### src/rtl/p405s_icu_dp_regq_vb4.sv
// rtl/p405s_icu_dp_regq_vb4.sv - small circular register queue with registered head output
//
// Purpose:
//   DEPTH-entry FIFO of WIDTH-bit words. The write and read pointers wrap at
//   DEPTH-1. The head word is presented on L2 from storage and never from D.
//   When the queue is empty, L2 shows either the last head value (HOLD_LAST=1)
//   or zero (HOLD_LAST=0).
//
// Ports:
//   CB     in   clock, rising edge
//   RB     in   asynchronous active-low reset
//   D      in   [0:WIDTH-1] write data, bit 0 is the MSB
//   E1     in   push request
//   RD     in   pop request
//   FLUSH  in   synchronous clear of count, pointers and OVF
//   L2     out  [0:WIDTH-1] head data
//   VLD    out  queue non-empty
//   FULL   out  count equals DEPTH
//   CNT    out  number of valid entries
//   OVF    out  sticky rejected-push flag

module p405s_icu_dp_regq_vb4 #(
  parameter int WIDTH     = 32,
  parameter int DEPTH     = 4,
  parameter int HOLD_LAST = 1,
  localparam int CW       = $clog2(DEPTH + 1)
) (
  input  logic             CB,
  input  logic             RB,
  input  logic [0:WIDTH-1] D,
  input  logic             E1,
  input  logic             RD,
  input  logic             FLUSH,
  output logic [0:WIDTH-1] L2,
  output logic             VLD,
  output logic             FULL,
  output logic [CW-1:0]    CNT,
  output logic             OVF
);

  localparam int PW = (DEPTH > 1) ? $clog2(DEPTH) : 1;
  localparam logic [PW-1:0] LAST_IDX = PW'(DEPTH - 1);
  localparam logic [CW-1:0] CNT_MAX  = CW'(DEPTH);

  logic [0:WIDTH-1] r_mem [DEPTH];
  logic [PW-1:0]    r_wptr;
  logic [PW-1:0]    r_rptr;
  logic [CW-1:0]    r_cnt;
  logic             r_ovf;
  logic [0:WIDTH-1] r_hold;

  logic             w_vld;
  logic             w_full;
  logic             w_push;
  logic             w_pop;
  logic             w_reject;
  logic [0:WIDTH-1] w_head;

  function automatic logic [PW-1:0] f_inc(input logic [PW-1:0] p);
    return (p == LAST_IDX) ? '0 : p + PW'(1);
  endfunction

  assign w_vld    = (r_cnt != '0);
  assign w_full   = (r_cnt == CNT_MAX);
  assign w_head   = r_mem[r_rptr];
  // A full queue still accepts a push when a pop frees the head slot in the
  // same edge; an empty queue ignores the pop half of a push+pop.
  assign w_pop    = RD & w_vld;
  assign w_push   = E1 & (~w_full | RD);
  assign w_reject = E1 & w_full & ~RD;

  // Entry storage carries no reset: nothing reaches L2 unless VLD says it was written.
  always_ff @(posedge CB) begin
    if (w_push && !FLUSH) begin
      r_mem[r_wptr] <= D;
    end
  end

  always_ff @(posedge CB or negedge RB) begin
    if (!RB) begin
      r_wptr <= '0;
      r_rptr <= '0;
      r_cnt  <= '0;
      r_ovf  <= 1'b0;
      r_hold <= '0;
    end else if (FLUSH) begin
      r_wptr <= '0;
      r_rptr <= '0;
      r_cnt  <= '0;
      r_ovf  <= 1'b0;
      // Capture what L2 was showing so an empty queue keeps presenting it.
      if (w_vld) begin
        r_hold <= w_head;
      end
    end else begin
      if (w_push) begin
        r_wptr <= f_inc(r_wptr);
      end
      if (w_pop) begin
        r_rptr <= f_inc(r_rptr);
      end
      if (w_push && !w_pop) begin
        r_cnt <= r_cnt + CW'(1);
      end else if (w_pop && !w_push) begin
        r_cnt <= r_cnt - CW'(1);
      end
      // Last entry leaving: remember it for the HOLD_LAST view.
      if (w_pop && !w_push && (r_cnt == CW'(1))) begin
        r_hold <= w_head;
      end
      if (w_reject) begin
        r_ovf <= 1'b1;
      end
    end
  end

  assign VLD  = w_vld;
  assign FULL = w_full;
  assign CNT  = r_cnt;
  assign OVF  = r_ovf;
  assign L2   = w_vld ? w_head : ((HOLD_LAST != 0) ? r_hold : '0);

endmodule

### config.mk
export PLATFORM = sky130hd
export DESIGN_NAME = p405s_icu_dp_regq_vb4
export DESIGN_NICKNAME = d
export VERILOG_FILES = /design/src/rtl/p405s_icu_dp_regq_vb4.sv
export SDC_FILE = /design/constraint.sdc
export NUM_CORES = 1
export LEC_CHECK = 0
export CAP_MARGIN = 20
export CORE_ASPECT_RATIO = 0.75
export CORE_MARGIN = 4
export CORE_UTILIZATION = 55
export CTS_CLUSTER_SIZE = 28
export DETAILED_ROUTE_END_ITERATION = 8
export GPL_ROUTABILITY_DRIVEN = 0
export GPL_TIMING_DRIVEN = 0
export PLACE_DENSITY_LB_ADDON = 0.05
export SYNTH_ARGS = -nofsm -noshare
export SYNTH_HDL_FRONTEND = slang
export SYNTH_SLANG_ARGS = --single-unit
### constraint.sdc
create_clock -name CB -period 5.74 [get_ports CB]
set_input_delay 1.148 -clock CB [delete_from_list [all_inputs] [get_ports CB]]
set_output_delay 1.148 -clock CB [all_outputs]
set_load 0.05 [all_outputs]
==> Word-level counts from Yosys, hierarchy flattened <==
Memories as Yosys holds them, arrays and structs flattened.
Cells that the tools add are included.
{ "totals": {"reg_bits": 40, "elab_cells": 50, "ram_bits": 128, "input_bits": 37, "output_inout_bits": 38, "n_memories": 1} }
{ "memory_table": {"columns": ["name", "depth", "width", "rd", "rd_ports_with_merged_regs", "write_ports", "line", "rtl"], "rows": [
  ["r_mem", 4, 32, 1, 0, 1, "45", "logic [0:WIDTH-1] r_mem [DEPTH];"]
]} }
{ "op_classes": {"bitwise_logic": 7, "mux": 16, "n_addsub": 4, "n_eq_ne": 4, "reduce_logical": 13} }
{ "ops": {"columns": ["op", "count"], "rows": [
  ["two-way mux 32 bit", 3],
  ["two-way mux 2 bit", 6],
  ["two-way mux 3 bit", 3],
  ["nonzero test 2 bit", 4],
  ["nonzero test 3 bit", 2],
  ["adder 2 x 1 -> 2 bit (second input constant)", 2],
  ["bitwise AND 1 bit", 4],
  ["== test 2 bit (second input constant)", 2],
  ["logical AND 1 bit", 4],
  ["two-way mux 1 bit", 4],
  ["adder 3 x 1 -> 3 bit (second input constant)", 1],
  ["== test 3 x 1 -> 1 bit (second input constant)", 1],
  ["== test 3 bit (second input constant)", 1],
  ["zero test 1 bit", 3],
  ["subtractor 3 x 1 -> 3 bit (second input constant)", 1],
  ["NOT 1 bit", 2],
  ["bitwise OR 1 bit", 1]
]} }

==> Logic depth before layout (Yosys ltp) <==
{ "depth": {"ltp_word": 9, "depth_mapped": 7, "depth_no_buf": 6} }

==> Worst setup path after synthesis <==
Ideal clock, no wire load.
{ "synth_timing": {"kind": "register -> output", "from": "register r_cnt[1], in the netlist CNT[1]", "to": "output L2[1] (netlist name)", "t_arrival_ns": 2.296, "path_stages_with_launch": 7, "required_time_ns": 4.592, "path_slack_ns": 2.296, "n_path_buf": 2, "cell_sequence": "dfrtp_1 -> inv_1 -> ha_1 -> nand2b_1 -> buf_2 -> buf_2 -> mux2_2"} }
{ "synth_between": {"elab_chain_cells": 2} }
{ "synth_lines": {"columns": ["element", "line", "rtl"], "rows": [
  ["start: declaration", "48", "logic [CW-1:0] r_cnt;"],
  ["start signal: assignment", "103", "r_cnt <= r_cnt + CW'(1);"],
  ["start signal: assignment", "105", "r_cnt <= r_cnt - CW'(1);"],
  ["nonzero test 3 bit", "63", "assign w_vld = (r_cnt != '0);"],
  ["named net VLD", "35", "output logic VLD,"],
  ["two-way mux 32 bit", "121", "assign L2 = w_vld ? w_head : ((HOLD_LAST != 0) ? r_hold : '0);"],
  ["end: declaration", "34", "output logic [0:WIDTH-1] L2,"]
]} }
The timed path passes the listed nets, and every way through them passes these cells.

==> Worst setup path in the final report <==
{ "layout_timing": {"from": "register r_cnt[1], in the netlist CNT[1]", "to": "output L2[11] (netlist name)"} }
{ "layout_between": {"elab_chain_cells": 2} }
{ "layout_lines": {"columns": ["element", "line"], "rows": [
  ["nonzero test 3 bit", "63"],
  ["two-way mux 32 bit", "121"]
]} }
No other way between the ends.

==> impl_metrics.py <==
metrics = {
    "critical_path": {
        "required_ns": 4.59,
        "rrSetupSlack_ns": 3.14,
        "path_max_fanout": 10,
        "worstSetupPathType": "flip-flop to output pin",
        "critPathSlowestCell": "clkdlybuf4s50_1",
        "rr_worst_depth": 6,
        "r2r-end": "r_mem[3][17]",
        "path_cells": "inv_1 > ha_1 > nand2b_1 > buf_2 > buf_2 > mux2_2 > clkdlybuf4s50_1",
        "reg2reg_from": "CNT[1]",
        "crit_top_cell": "buf_2",
        "end_kind": "output pin",
        "cp.arrival_ns": 3.06,
        "start_kind": "flip-flop",
        "slowest_delay_ns": 0.71,
    },
    "clocking": {
        "cts_tree": "yes",
        "postCtsSetupBuffers": 0,
        "cts_hold_buf": 0,
        "cts_resized": 0,
        "clock_latency_ns": 0.42,
        "clk_pin_slew_ns": 0.06,
        "clock-sinks": 168,
        "cts_made_buffers": 17,
        "cts_root_buffer": "clkbuf_16",
        "htree_levels": 4,
        "clockBufferDepth": 2,
    },
    "synth": {
        "yosys-top-cells-area": "edfxtp_1, dfrtp_1, mux2_2, mux4_2, mux4_1",
        "ys_seq_elements": 168,
        "synthDominantCellAreaShare_pct": 56.5,
        "ys_warn_count": 0,
        "syn_avg_cell_area_um2": 19.8,
        "synth_cell_type_count": 30,
        "ys_seq_area_share_pct": 71.2,
        "synth_cells": 343,
        "syn_area_mm2": 0.00681,
        "synth_fp_nets": 388,
        "synth_top_area_cell": "edfxtp_1",
    },
    "finish": {
        "diodes": 0,
        "final_nets": 482,
        "drive_gt1_share_pct": 32.4,
        "area_delta_synth_final_pct": 23.1,
        "final_cells": 612,
    },
    "route": {
        "via_per_inst": 5.55,
        "ant_nets": 0,
        "first_pass_iters": 4,
        "wl_per_cell_um": 19.2,
        "wirelength_um": 11800,
        "drt-initial-drc-count": 169,
        "via_count": 3397,
        "remaining_drc_errors": 0,
    },
    "sta": {
        "hold-worst-slack_ns": 0.502,
        "setup_violations": 0,
        "maxSlewHeadroom_pct": 38.2,
        "rsz0062_at_grt": "false",
        "worstMarginPinSlew_ns": 0.927,
        "max_freq_mhz": 238,
        "fin_skew_ns": 0.0136,
        "drv_slew": 0,
        "hold_viol": 0,
        "period_share_pct": 73.3,
        "fin_ws_ns": 1.53,
        "setup_tns_ns": 0,
        "finalCriticalPeriod_ns": 4.21,
    },
    "power_and_ir_drop": {
        "p_leak_nw": 2.95,
        "p_per_area_mw_per_mm2": 538,
        "ir_drop_v": 0.000522,
    },
    "global_routing": {
        "overflow": 0,
        "grt_max_degree": 33,
        "grt_pass1_wl_um": 19000,
        "grt_pass1_vias": 3576,
        "grtUsageTotal_pct": 18.0,
        "antenna_found_initial": 0,
    },
    "place": {
        "pre_cts_ws_ns": 1.98,
        "dp.cells": 580,
        "dp_hpwl_um": 7400,
        "io_buffers": 73,
    },
    "die": {
        "die-area_mm2": 0.0142,
        "dieHeight_um": 104,
        "ios": 75,
        "die_w_um": 136,
        "core-area_mm2": 0.0118,
        "rows": 34,
        "start_util_pct": 57.6,
    },
    "worst_hold_path": {
        "hold_class": "flip-flop to flip-flop",
        "min_path_cells": 2,
        "min_from": "OVF",
        "hold_end": "OVF",
    },
    "run_status": {
        "status": "completed",
    },
    "job": {
        "drv_cap": 0,
    },
}
## cells in the final DEF, fill, tap and decap left out, types with 2 or more instances in the layout
cell type        netlist  final
a21o_1                 2      2
a21oi_1                4      4
and2_2                 0      4
buf_12                 0      2
buf_2                  9     10
buf_4                  3      3
buf_6                  4      4
bufinv_16              0      3
clkbuf_1               2      3
clkbuf_16              0     17
clkdlybuf4s50_1        0     72
clkinv_2               0      3
clkinv_4               0      2
clkinvlp_4             0      2
dfrtp_1               40     40
edfxtp_1             128    128
ha_1                   8      8
inv_1                  6      6
inv_6                  0      4
mux2_2                64     64
mux4_1                 4      4
mux4_2                28     28
nand2_1                6      6
nand2b_1               3      3
nand3_1                4      4
nor2_1                10     10
nor3_1                 2      2
xor2_1                 2      2
## power breakdown
part           internal (mW)  switching, mW  leakage [nW]
logic                  0.764           1.04          1.01
registers               1.47         0.0728          1.65
clock network          0.689          0.467         0.291
total                   2.93           1.58          2.95
## how the worst max path moves through the flow
stage | start | to | slack, ns | cells after the start
after detailed placement | CNT[1] | L2[8] | 1.98 | 7
final | CNT[1] | L2[11] | 1.53 | 7
after floorplan | CNT[1] | L2[1] | 2.30 | 6
after CTS | CNT[1] | L2[8] | 1.53 | 7
after global placement | E1 | r_mem[0][12] | 1.47 | 5
after global routing | CNT[1] | L2[13] | 1.41 | 7
## Yosys cell counts
master / count
a21o_1: 2
a21oi_1: 4
a31oi_1: 1
and2_1: 4
buf_2: 9
buf_4: 3
buf_6: 4
clkbuf_1: 2
dfrtp_1: 40
edfxtp_1: 128
ha_1: 8
inv_1: 6
maj3_1: 1
mux2_2: 64
mux2i_1: 1
mux4_1: 4
mux4_2: 28
nand2_1: 6
nand2b_1: 3
nand3_1: 4
nor2_1: 10
nor3_1: 2
o211ai_1: 1
o21ai_0: 1
o21ai_1: 1
o21bai_1: 1
o221ai_1: 1
or4_1: 1
xnor2_1: 1
xor2_1: 2
## sequential cells by signal (all words and copies together), names as in the netlist
| register | cells |
|---|---|
| r_hold | 32 |
| r_rptr | 2 |
| r_mem | 128 |
| r_wptr | 2 |
| CNT | 3 |
| OVF | 1 |
## kinds of logic after synthesis
kind of cell	after synthesis	synth area share (%)
fa+ha+maj	9	1.62
compound gates	12	1.10
simple gates	30	2.08
buf+inv	24	2.10
mux	97	21.5
flops	168	71.2
xor+xnor	3	0.386
## per-layer routing
metal  wire (µm)  track usage, %  up-vias
met5           0               0        -
met4         141            6.26        0
met3         583            5.46       12
met2        5970            29.2       79
met1        5070            23.1     1762
li1            -               -     1544
## critical path, delay by kind of cell, from the launching register on
family / cells / cell delay [ns]
buffers and inverters: 4 / 1.39
flip-flops: 1 / 0.46
multiplexers: 1 / 0.38
adder cells (fa/ha/maj): 1 / 0.26
AND/OR/NAND/NOR: 1 / 0.14
## layout make-up
class	instances	area [µm²]
Buffer	18	120
Clock buffer	18	429
Clock inverter	14	173
Fill cell	778	3440
Inverter	6	22.5
Multi-Input combinational cell	151	1820
Sequential cell	168	4840
Tap cell	162	203
Timing Repair Buffer	75	766
## through the flow
step / area [µm²] / power (mW) / utilization, %
after floorplan: 6810 / 2.87 / -
after global placement: 7740 / 3.37 / 65.4
after detailed placement: 7780 / 3.40 / 65.8
after CTS: 8380 / 4.55 / 70.9
after global routing: 8380 / 4.70 / 70.9
final: 8380 / 4.51 / 70.9
Power figures use the tool's default switching activity.
